[src/rtl/mcu0_intc_pkg.sv]
// Shared types and constants for the mcu0 priority interrupt controller.
// Holds the source count, IRQ index width, ack timeout length, the mask
// reset value and the controller state encoding.
package mcu0_intc_pkg;

    localparam int unsigned NSRC        = 8;
    localparam int unsigned IRQ_W       = 3;
    localparam int unsigned ACK_TIMEOUT = 16;
    localparam int unsigned TO_W        = $clog2(ACK_TIMEOUT);

    localparam logic [NSRC-1:0] MASK_RESET = 8'hFF;

    typedef enum logic [1:0] {
        IDLE = 2'd0,
        REQ  = 2'd1,
        SERV = 2'd2
    } state_t;

endpackage

[src/rtl/mcu0_intc_prio_enc.sv]
// Combinational lowest-index-wins priority encoder.
// Ports:
//   req     in  NSRC   request vector (bit 0 is highest priority)
//   idx_c   out IRQ_W  index of the lowest set bit (0 when none set)
//   valid_c out 1      at least one request bit is set
import mcu0_intc_pkg::*;

module mcu0_intc_prio_enc (
    input  logic [NSRC-1:0]  req,
    output logic [IRQ_W-1:0] idx_c,
    output logic             valid_c
);

    // Scan from the top down so the lowest set index is written last.
    always_comb begin
        idx_c   = '0;
        valid_c = 1'b0;
        for (int i = int'(NSRC) - 1; i >= 0; i--) begin
            if (req[i]) begin
                idx_c   = IRQ_W'(i);
                valid_c = 1'b1;
            end
        end
    end

endmodule

[src/rtl/mcu0_intc.sv]
// Priority interrupt controller feeding the mcu0 core.
// Synchronizes NSRC asynchronous sources, latches rising edges as pending,
// masks them, and presents the highest-priority request (lowest index) to
// the core until ack; then tracks the in-service handler until eoi.
// Optional feature macro: INTC_TIMEOUT_EN -- withdraws an unacknowledged
// request after ACK_TIMEOUT cycles and sets the sticky timeout output.
// Ports:
//   clock       in  1     system clock, rising edge
//   reset       in  1     asynchronous active-high reset
//   src         in  NSRC  raw interrupt sources (rising-edge sensitive)
//   mask_we     in  1     mask write strobe
//   mask_wdata  in  NSRC  new mask value (1 = source disabled)
//   mask        out NSRC  current mask register
//   pending     out NSRC  current pending register
//   interrupt   out 1     request to core
//   irq         out IRQ_W index of the requested source
//   ack         in  1     core has taken the request
//   eoi         in  1     core executed IRET
//   in_service  out 1     a handler is active
//   timeout     out 1     sticky ack-timeout flag (INTC_TIMEOUT_EN only)
import mcu0_intc_pkg::*;

module mcu0_intc (
    input  logic             clock,
    input  logic             reset,
    input  logic [NSRC-1:0]  src,
    input  logic             mask_we,
    input  logic [NSRC-1:0]  mask_wdata,
    output logic [NSRC-1:0]  mask,
    output logic [NSRC-1:0]  pending,
    output logic             interrupt,
    output logic [IRQ_W-1:0] irq,
    input  logic             ack,
    input  logic             eoi,
`ifdef INTC_TIMEOUT_EN
    output logic             timeout,
`endif
    output logic             in_service
);

    logic [NSRC-1:0]  sync1;
    logic [NSRC-1:0]  sync2;
    logic [NSRC-1:0]  sync3;
    logic [NSRC-1:0]  rise;
    logic [NSRC-1:0]  clr_c;
    logic [IRQ_W-1:0] win_idx_c;
    logic             win_valid_c;
    state_t           state;
`ifdef INTC_TIMEOUT_EN
    logic [TO_W-1:0]  to_cnt;
`endif

    // Arbitration over unmasked pending bits, using the current (pre-write) mask.
    mcu0_intc_prio_enc u_prio_enc (
        .req     (pending & ~mask),
        .idx_c   (win_idx_c),
        .valid_c (win_valid_c)
    );

    // Two-flop synchronizer, edge flop and a registered rise pulse.
    always_ff @(posedge clock or posedge reset) begin
        if (reset) begin
            sync1 <= '0;
            sync2 <= '0;
            sync3 <= '0;
            rise  <= '0;
        end else begin
            sync1 <= src;
            sync2 <= sync1;
            sync3 <= sync2;
            rise  <= sync2 & ~sync3;
        end
    end

    // Pending bit retired by an accepted ack.
    always_comb begin
        clr_c = '0;
        if (state == REQ && ack) begin
            clr_c[irq] = 1'b1;
        end
    end

    // Mask, pending and request/service state machine.
    always_ff @(posedge clock or posedge reset) begin
        if (reset) begin
            mask       <= MASK_RESET;
            pending    <= '0;
            interrupt  <= 1'b0;
            irq        <= '0;
            in_service <= 1'b0;
            state      <= IDLE;
`ifdef INTC_TIMEOUT_EN
            to_cnt     <= '0;
            timeout    <= 1'b0;
`endif
        end else begin
            if (mask_we) begin
                mask <= mask_wdata;
            end
            // A fresh edge in the ack cycle wins over the clear.
            pending <= (pending & ~clr_c) | rise;

            case (state)
                IDLE: begin
                    if (win_valid_c) begin
                        irq       <= win_idx_c;
                        interrupt <= 1'b1;
                        state     <= REQ;
`ifdef INTC_TIMEOUT_EN
                        to_cnt    <= '0;
`endif
                    end
                end
                REQ: begin
                    if (ack) begin
                        interrupt  <= 1'b0;
                        in_service <= 1'b1;
                        state      <= SERV;
                    end
`ifdef INTC_TIMEOUT_EN
                    else if (to_cnt == TO_W'(ACK_TIMEOUT - 1)) begin
                        // Withdraw; pending stays set so the source re-arbitrates.
                        interrupt <= 1'b0;
                        timeout   <= 1'b1;
                        state     <= IDLE;
                    end else begin
                        to_cnt <= to_cnt + TO_W'(1);
                    end
`endif
                end
                SERV: begin
                    if (eoi) begin
                        in_service <= 1'b0;
                        state      <= IDLE;
                    end
                end
                default: state <= IDLE;
            endcase
        end
    end

endmodule

[config.mk]
export PLATFORM = sky130hd
export DESIGN_NAME = mcu0_intc
export DESIGN_NICKNAME = d
export VERILOG_FILES = /design/src/rtl/mcu0_intc_pkg.sv /design/src/rtl/mcu0_intc_prio_enc.sv /design/src/rtl/mcu0_intc.sv
export SDC_FILE = /design/constraint.sdc
export NUM_CORES = 1
export LEC_CHECK = 0
export ABC_AREA = 1
export CAP_MARGIN = 5
export CORE_UTILIZATION = 49
export DETAILED_ROUTE_END_ITERATION = 8
export PLACE_DENSITY = 0.78
export SYNTH_ARGS = -nofsm -noshare
export SYNTH_HDL_FRONTEND = slang
export SYNTH_SLANG_ARGS = --single-unit
[constraint.sdc]
create_clock -name clock -period 1.8 [get_ports clock]
set_input_delay 0.36 -clock clock [delete_from_list [all_inputs] [get_ports clock]]
set_output_delay 0.36 -clock clock [all_outputs]
set_load 0.005 [all_outputs]
# --- After elaboration in Yosys (flattened, before gate mapping) ---
# Cells that the tools add are included.
totals:
  ff_bits: 55
  in_bits: 21
  out_inout_bits: 21
  word_cells: 62
op_classes:
  order_cmp: 2
  eq_ne: 5
  muxes: 29
  n_bitwise: 7
  reduce_logical: 9
op_table:
  columns: ["op", "n"]
  rows:
  - ["bitwise AND 8 bit", 3]
  - ["two-way mux 3 bit", 8]
  - ["NOT 8 bit", 3]
  - ["two-way mux 1 bit", 13]
  - ["AND reduction 3 bit", 3]
  - ["two-way mux 8 bit", 1]
  - ["OR 8 bit", 1]
  - ["two-way mux 2 bit", 3]
  - ["one-hot mux 2 bit (3 select lines)", 1]
  - ["less-than comparator 3 x 4 -> 1 bit, second input constant", 1]
  - ["!= test 2 bit, second input constant", 2]
  - ["one-hot mux 1 bit (2 select lines)", 2]
  - ["nonzero test 2 bit", 2]
  - ["demux 1 bit (select 3 bit)", 1]
  - [">= comparator 3 x 1 -> 1 bit, second input constant", 1]
  - ["equality test 2 x 1 -> 1 bit, second input constant", 1]
  - ["equality test 2 bit, second input constant", 1]
  - ["logical AND 1 bit", 2]
  - ["logical NOT 2 bit", 1]
  - ["!= test 2 x 1 -> 1 bit, second input constant", 1]
  - ["AND reduction 2 bit", 1]

# --- Depth between registers and ports, before layout ---
# Gate-level depths: netlist of the first run.
logic_depth:
  word_depth: 12
  ltp_mapped: 10
  mapped_depth_nobuf: 10

# --- By module ---
# Synthesis of the first run repeated with hierarchy kept, for this count alone.
unflattened:
  cells_unflattened: 184
  hier_area_um2: 1986.9
by_module_without_submodules:
  columns: ["mod", "n_inst", "cells_each", "area_per_inst_um2", "seq_area_each_um2"]
  rows:
  - ["mcu0_intc", 1, 162, 1888.1, 1386.3]
  - ["mcu0_intc_prio_enc", 1, 22, 98.8, 0.0]

# --- Least setup slack after synthesis of the first run ---
# No wires, ideal clock.
synth_timing:
  path_kind: "flip-flop to flip-flop"
  from: "register mask[3]"
  to: "register irq[0]"
  setup_time_ps: 116
  arrival_ps: 1116
  t_required_ps: 1684
  path_slack_ps: 568
  path_stages_with_launch: 10
  path_buffers: 0
  synth_period_minus_slack_ps: 1232
  cell_sequence: "dfstp_2 inv_1 nand2_1 nand2_1 nor2_1 nand2_1 nand2_1 nor2_1 nand2_1 nand2_1"
synth_via:
  elab_chain_cells: 7
  elab_cells_between_ends: 11
  classes_between: "mux (8); bitwise (2); reduce/logical (1)"
synth_lines:
  columns: ["element", "line_no", "source"]
  rows:
  - ["start: declaration", "mcu0_intc.sv:29", "output logic [NSRC-1:0] mask,"]
  - ["start signal: assignment", "mcu0_intc.sv:98", "mask <= mask_wdata;"]
  - ["NOT 8 bit *", "mcu0_intc.sv:55", ".req (pending & ~mask),"]
  - ["bitwise AND 8 bit *", "mcu0_intc.sv:55", null]
  - ["two-way mux 1 bit (4 in series)", "mcu0_intc_prio_enc.sv:19", "if (req[i]) begin"]
  - ["AND reduction 2 bit (no line)", null, null]
  - ["end signal: assignment", "mcu0_intc.sv:106", "irq <= win_idx_c;"]
  - ["end: declaration", "mcu0_intc.sv:32", "output logic [IRQ_W-1:0] irq,"]
# Every way passes the cells marked *; elsewhere a longest branch is shown, timed or not.
# A chain may end at the register's enable or synchronous reset.

# --- Final worst setup path of the first run ---
layout_timing:
  from: "register mask[7]"
  to: "output port mask[7]"
# No word-level cell between the ends.

==> results of run 1 <==
how the worst min path moves through the flow:
| stage | startpoint | endpoint | slack (ns) | depth (start not counted) |
|---|---|---|---|---|
| finish | sync1[5] | sync2[5] | 0.35 | 0 |
| global route | sync1[5] | sync2[5] | 0.37 | 0 |
| floorplan | sync1[0] | sync2[0] | 0.33 | 0 |
| global placement | sync1[4] | sync2[4] | 0.33 | 0 |
| detailed placement | sync1[5] | sync2[5] | 0.33 | 0 |
| CTS | sync1[5] | sync2[5] | 0.36 | 0 |
metal layers:
metal	up-vias	GRT usage, %
met5	-	0
met4	0	8.89
met3	7	5.28
met2	47	29.1
met1	567	21.1
li1	630	-
registers in the layout (all words and copies together), names as in the netlist:
| name | count |
|---|---|
| sync2 | 8 |
| mask | 8 |
| in_service | 1 |
| rise | 8 |
| sync1 | 8 |
| state | 2 |
| sync3 | 8 |
| pending | 8 |
| irq | 3 |
| interrupt | 1 |
layout make-up:
cell class	count	area, sq um	share of cell area (%)
Clock inverter	2	35.0	1.39
Tap cell	48	60.1	2.38
Clock buffer	6	82.6	3.28
Inverter	31	116	4.62
Sequential cell	55	1390	55.0
Timing Repair Buffer	42	430	17.1
Multi-Input combinational cell	90	410	16.3
cells by family after synthesis:
logic type      after synthesis  share of synthesized area, %
flops                        55                          72.3
simple gates                 66                          13.8
buf+inv                      32                          6.27
compound gates               24                          7.64
cell usage in the layout, fill, tap and decap left out, types with 2 or more instances in the layout:
cell type        synthesis  final
nand2_1                 47     47
dfrtp_1                 47     47
clkdlybuf4s50_1          0     41
inv_1                   30     29
nor2_1                  15     15
o21ai_0                 14     14
dfstp_2                  8      8
clkbuf_8                 0      6
o21ai_2                  4      4
inv_2                    1      2
a21oi_1                  2      2
o21bai_1                 2      2
power by group:
group	leakage [nW]	total, mW	switching, mW	internal (mW)
Clock	0.0612	0.814	0.364	0.450
Combinational	0.502	0.714	0.347	0.366
Sequential	0.623	1.55	0.133	1.41
Total	1.19	3.07	0.845	2.23
metrics by stage:
stage               utilization (%)  instance area, sq um  hold WS [ns]  power, mW  std cells
floorplan                         -                  1920         0.331       1.91        177
global placement               64.7                  2400         0.333       2.26        266
detailed placement             64.7                  2400         0.335       2.29        266
CTS                            67.8                  2520         0.356       3.11        274
global route                   67.8                  2520         0.369       3.28        274
finish                         67.8                  2520         0.354       3.07        274
==> flow_metrics.env, run 1 <==
export IMPL_period_needed_ns=1.70
export IMPL_finalSetupTns_ns=0
export IMPL_met2WireLength_um=1460
export IMPL_grt_max_degree=56
export IMPL_finalSetupViolations=0
export IMPL_drtIter0Drc=70
export IMPL_drive_gt1_share_pct=11.9
export IMPL_portBuffers=41
export IMPL_cts_hold_buf=0
export IMPL_crit_type="reg -> out"
export IMPL_nets=246
export IMPL_avgViaCountPerCell=4.57
export IMPL_die_h_um=64.5
export IMPL_ys_async_sr_fraction_pct=100
export IMPL_htreeDepth=2
export IMPL_syn_inst=177
export IMPL_wl_met3_um=187
export IMPL_yosys_warnings=0
export IMPL_clock_fmax_mhz=589
export IMPL_worstReg2RegEnd="irq[0]"
export IMPL_clock_path_buffers=2
export IMPL_crit_path_start="mask[7]"
export IMPL_crit_family="flip-flops"
export IMPL_antenna_found_initial=0
export IMPL_critPathLaunchType="register"
export IMPL_ys_seq_area_share_pct=72.3
export IMPL_clock_sinks=55
export IMPL_min_period_over_period_pct=94.3
export IMPL_critPathBufInv=1
export IMPL_cp_arrival_ns=1.34
export IMPL_drv_slew=0
export IMPL_cts_setup_buffers=0
export IMPL_crit_path_cell_trace="clkdlybuf4s50_1"
export IMPL_yosysUniqueCellTypes=17
export IMPL_wl_met1_um=1320
export IMPL_place_congestion=0.793
export IMPL_slowest_stage="dfstp_2"
export IMPL_firstDrtPassIters=4
export IMPL_crit_cells=1
export IMPL_endpoint="mask[7]"
export IMPL_leakage_nw=1.19
export IMPL_ys_ff_latch=55
export IMPL_drc_errors=0
export IMPL_cts_root_buf="clkbuf_8"
export IMPL_hold_viol=0
export IMPL_yosysTopAreaCell="dfrtp_1"
export IMPL_drtAntennaViolNets=0
export IMPL_synth_top_area_share_pct=61.4
export IMPL_synth_edff_count=0
export IMPL_critical_path_max_stage_delay_ns=0.55
export IMPL_reg2reg_setup_slack_ns=0.39
export IMPL_maxCapViolations=0
export IMPL_ir_drop_mv=0.660
export IMPL_rows=22
export IMPL_area_growth_pct=31.5
export IMPL_dpl_worst_slack_ns=0.129
export IMPL_fin_skew_ns=0.00309
export IMPL_via_count=1251
export IMPL_overflow=0
export IMPL_cts_resized=0
export IMPL_hpwlAfterDp_um=2170
export IMPL_ios=42
export IMPL_clkTransAtPathRegs_ns=0.09
export IMPL_synth_flop_cell="dfrtp_1"
export IMPL_synth_commonest_cells="47 x dfrtp_1, 47 x nand2_1, 30 x inv_1"
export IMPL_synth_area_top_cells="dfrtp_1 61%, dfstp_2 11%, nand2_1 9.2%, inv_1 5.9%, o21ai_0 3.7%"
export IMPL_min_path_type="reg -> reg"
export IMPL_grt_pass1_vias=1255
export IMPL_setup_ws_ns=0.102
export IMPL_reg2regPathDepth=9
export IMPL_critPathRequiredTime_ns=1.44
export IMPL_rsz0062_at_grt="no"
export IMPL_r2r_start="mask[3]"
export IMPL_diodes=0
export IMPL_wl_per_cell_um=11.1
export IMPL_status="finished, final reports clean"
export IMPL_crit_path_max_fanout=3
export IMPL_num_fill_cells=290
export IMPL_avgSynthCellArea_sq_um=10.8
export IMPL_maxSlewHeadroom_pct=68.3
export IMPL_powerDensity_nw_per_um2=1220
export IMPL_grt_pass1_wl_um=5430
export IMPL_synth_area_sq_um=1920
export IMPL_wirelength_um=3030
export IMPL_fp_coreArea_sq_um=3720
export IMPL_numCtsBuffers=5
export IMPL_dieWidth_um=64.5
export IMPL_dieArea_sq_um=4170
export IMPL_endpoint_kind="primary output"
export IMPL_initial_utilization_pct=51.6
export IMPL_track_usage_pct=17.7
export IMPL_synth_fp_nets=198
export IMPL_tightestPinTransition_ns=0.473
export IMPL_clock_latency_ns=0.30
export IMPL_cts_tree="done"
export IMPL_highest_layer="met4"
(Power assumes the default switching activity.)
==> run 2, diff against run 1 <==
ABC_CLOCK_PERIOD_IN_PS = 1800   (was not set)
CORE_MARGIN = 5   (was not set)
==> run 2 against run 1 <==
  * Wire length rose by 8.2%
  * Combinational power hardly changed
  * Critical path depth is the same
  * Power decreased by 3.8%
==> flow_metrics.env, run 2 (same netlist as run 1, synthesis figures left out) <==
export IMPL_cp_arrival_ns=1.36
export IMPL_drive_gt1_share_pct=12.7
export IMPL_cts_tree="done"
export IMPL_rows=22
export IMPL_dieWidth_um=72.5
export IMPL_min_path_type="in -> async"
export IMPL_portBuffers=41
export IMPL_powerDensity_nw_per_um2=1170
export IMPL_hpwlAfterDp_um=2560
export IMPL_cts_resized=0
export IMPL_cts_hold_buf=0
export IMPL_maxSlewHeadroom_pct=67.8
export IMPL_die_h_um=72.5
export IMPL_status="finished, final reports clean"
export IMPL_overflow=0
export IMPL_clock_sinks=55
export IMPL_place_congestion=0.777
export IMPL_finalSetupTns_ns=0
export IMPL_grt_pass1_vias=1210
export IMPL_wl_per_cell_um=11.9
export IMPL_reg2regPathDepth=9
export IMPL_tightestPinTransition_ns=0.482
export IMPL_dpl_worst_slack_ns=0.151
export IMPL_avgViaCountPerCell=4.45
export IMPL_layout_common_cells="47 x nand2_1, 47 x dfrtp_1, 41 x clkdlybuf4s50_1"
export IMPL_drtAntennaViolNets=0
export IMPL_clkTransAtPathRegs_ns=0.10
export IMPL_grt_max_degree=21
export IMPL_numCtsBuffers=5
export IMPL_critPathLaunchType="register"
export IMPL_clock_latency_ns=0.31
export IMPL_drv_slew=0
export IMPL_reg2reg_setup_slack_ns=0.37
export IMPL_clock_fmax_mhz=580
export IMPL_critPathBufInv=1
export IMPL_drtIter0Drc=88
export IMPL_area_growth_pct=31.3
export IMPL_crit_cells=1
export IMPL_ir_drop_mv=0.894
export IMPL_crit_path_max_fanout=3
export IMPL_ios=42
export IMPL_via_count=1228
export IMPL_htreeDepth=2
export IMPL_min_period_over_period_pct=95.7
export IMPL_critical_path_max_stage_delay_ns=0.56
export IMPL_finalSetupViolations=0
export IMPL_initial_utilization_pct=51.6
export IMPL_track_usage_pct=13.9
export IMPL_dieArea_sq_um=5260
export IMPL_leakage_nw=1.18
export IMPL_fp_coreArea_sq_um=3720
export IMPL_nets=248
export IMPL_crit_type="reg -> out"
export IMPL_crit_path_cell_trace="clkdlybuf4s50_1"
export IMPL_drc_errors=0
export IMPL_fin_skew_ns=0.00991
export IMPL_rsz0062_at_grt="no"
export IMPL_hold_viol=0
export IMPL_antenna_found_initial=0
export IMPL_firstDrtPassIters=4
export IMPL_diodes=0
export IMPL_crit_family="flip-flops"
export IMPL_maxCapViolations=0
export IMPL_grt_pass1_wl_um=5550
export IMPL_cts_setup_buffers=0
export IMPL_setup_ws_ns=0.0772
export IMPL_slowest_stage="dfstp_2"
export IMPL_endpoint_kind="primary output"
export IMPL_critPathRequiredTime_ns=1.44
export IMPL_cts_root_buf="clkbuf_8"
export IMPL_period_needed_ns=1.72
export IMPL_wirelength_um=3280
export IMPL_clock_path_buffers=2
## run 2: cell types whose count changed in the layout (fill, tap and decap cells not counted), sizes merged
cell    delta
clkinv     +1
buf        +2
clkbuf     -1
bufinv     -1
inv        +1
## run 2: report_power, final
part	leakage [nW]	internal, mW	switching (mW)
clock	0.0502	0.289	0.409
sequential	0.623	1.41	0.131
combinational	0.512	0.369	0.346
## run 2: stage by stage
stage,hold WS (ns),cells,util (%),instance area (sq um),power (mW)
floorplan,0.331,177,-,1920,1.91
global placement,0.332,268,65.1,2420,2.27
detailed placement,0.340,268,65.1,2420,2.29
CTS,0.364,276,67.7,2520,2.99
global route,0.367,276,67.7,2520,3.14
finish,0.362,276,67.7,2520,2.96
## run 2: path summary, 6_finish.rpt
kind | to | startpoint
worst max register to register | irq[0] | mask[2]
max in group asynchronous | sync1[4] | reset
worst max-delay path | mask[7] | mask[7]
worst min-delay path | pending[1] | reset
worst min register to register | sync2[3] | sync1[3]
min in group clock | sync2[3] | sync1[3]
## run 2: final cells by class
cell class,count,area (sq um)
well taps,48,60.1
clock inverters,3,28.8
fillers,294,1200
flip-flops and latches,55,1390
clock buffers,5,68.8
inverters,31,116
repair buffers,44,445
multi-input cells,90,410
## run 2: routing by layer
layer / GRT usage [%] / routed length, um
met5: 0 / 0
met4: 4.30 / 6
met3: 4.43 / 261
met2: 22.3 / 1620
met1: 18.0 / 1390
==> run 3, diff against run 2 <==
SKIP_LAST_GASP = 1   (was not set)
==> results of run 3 <==
Same layout as run 2: the final DEF is identical, and so are final timing and power.
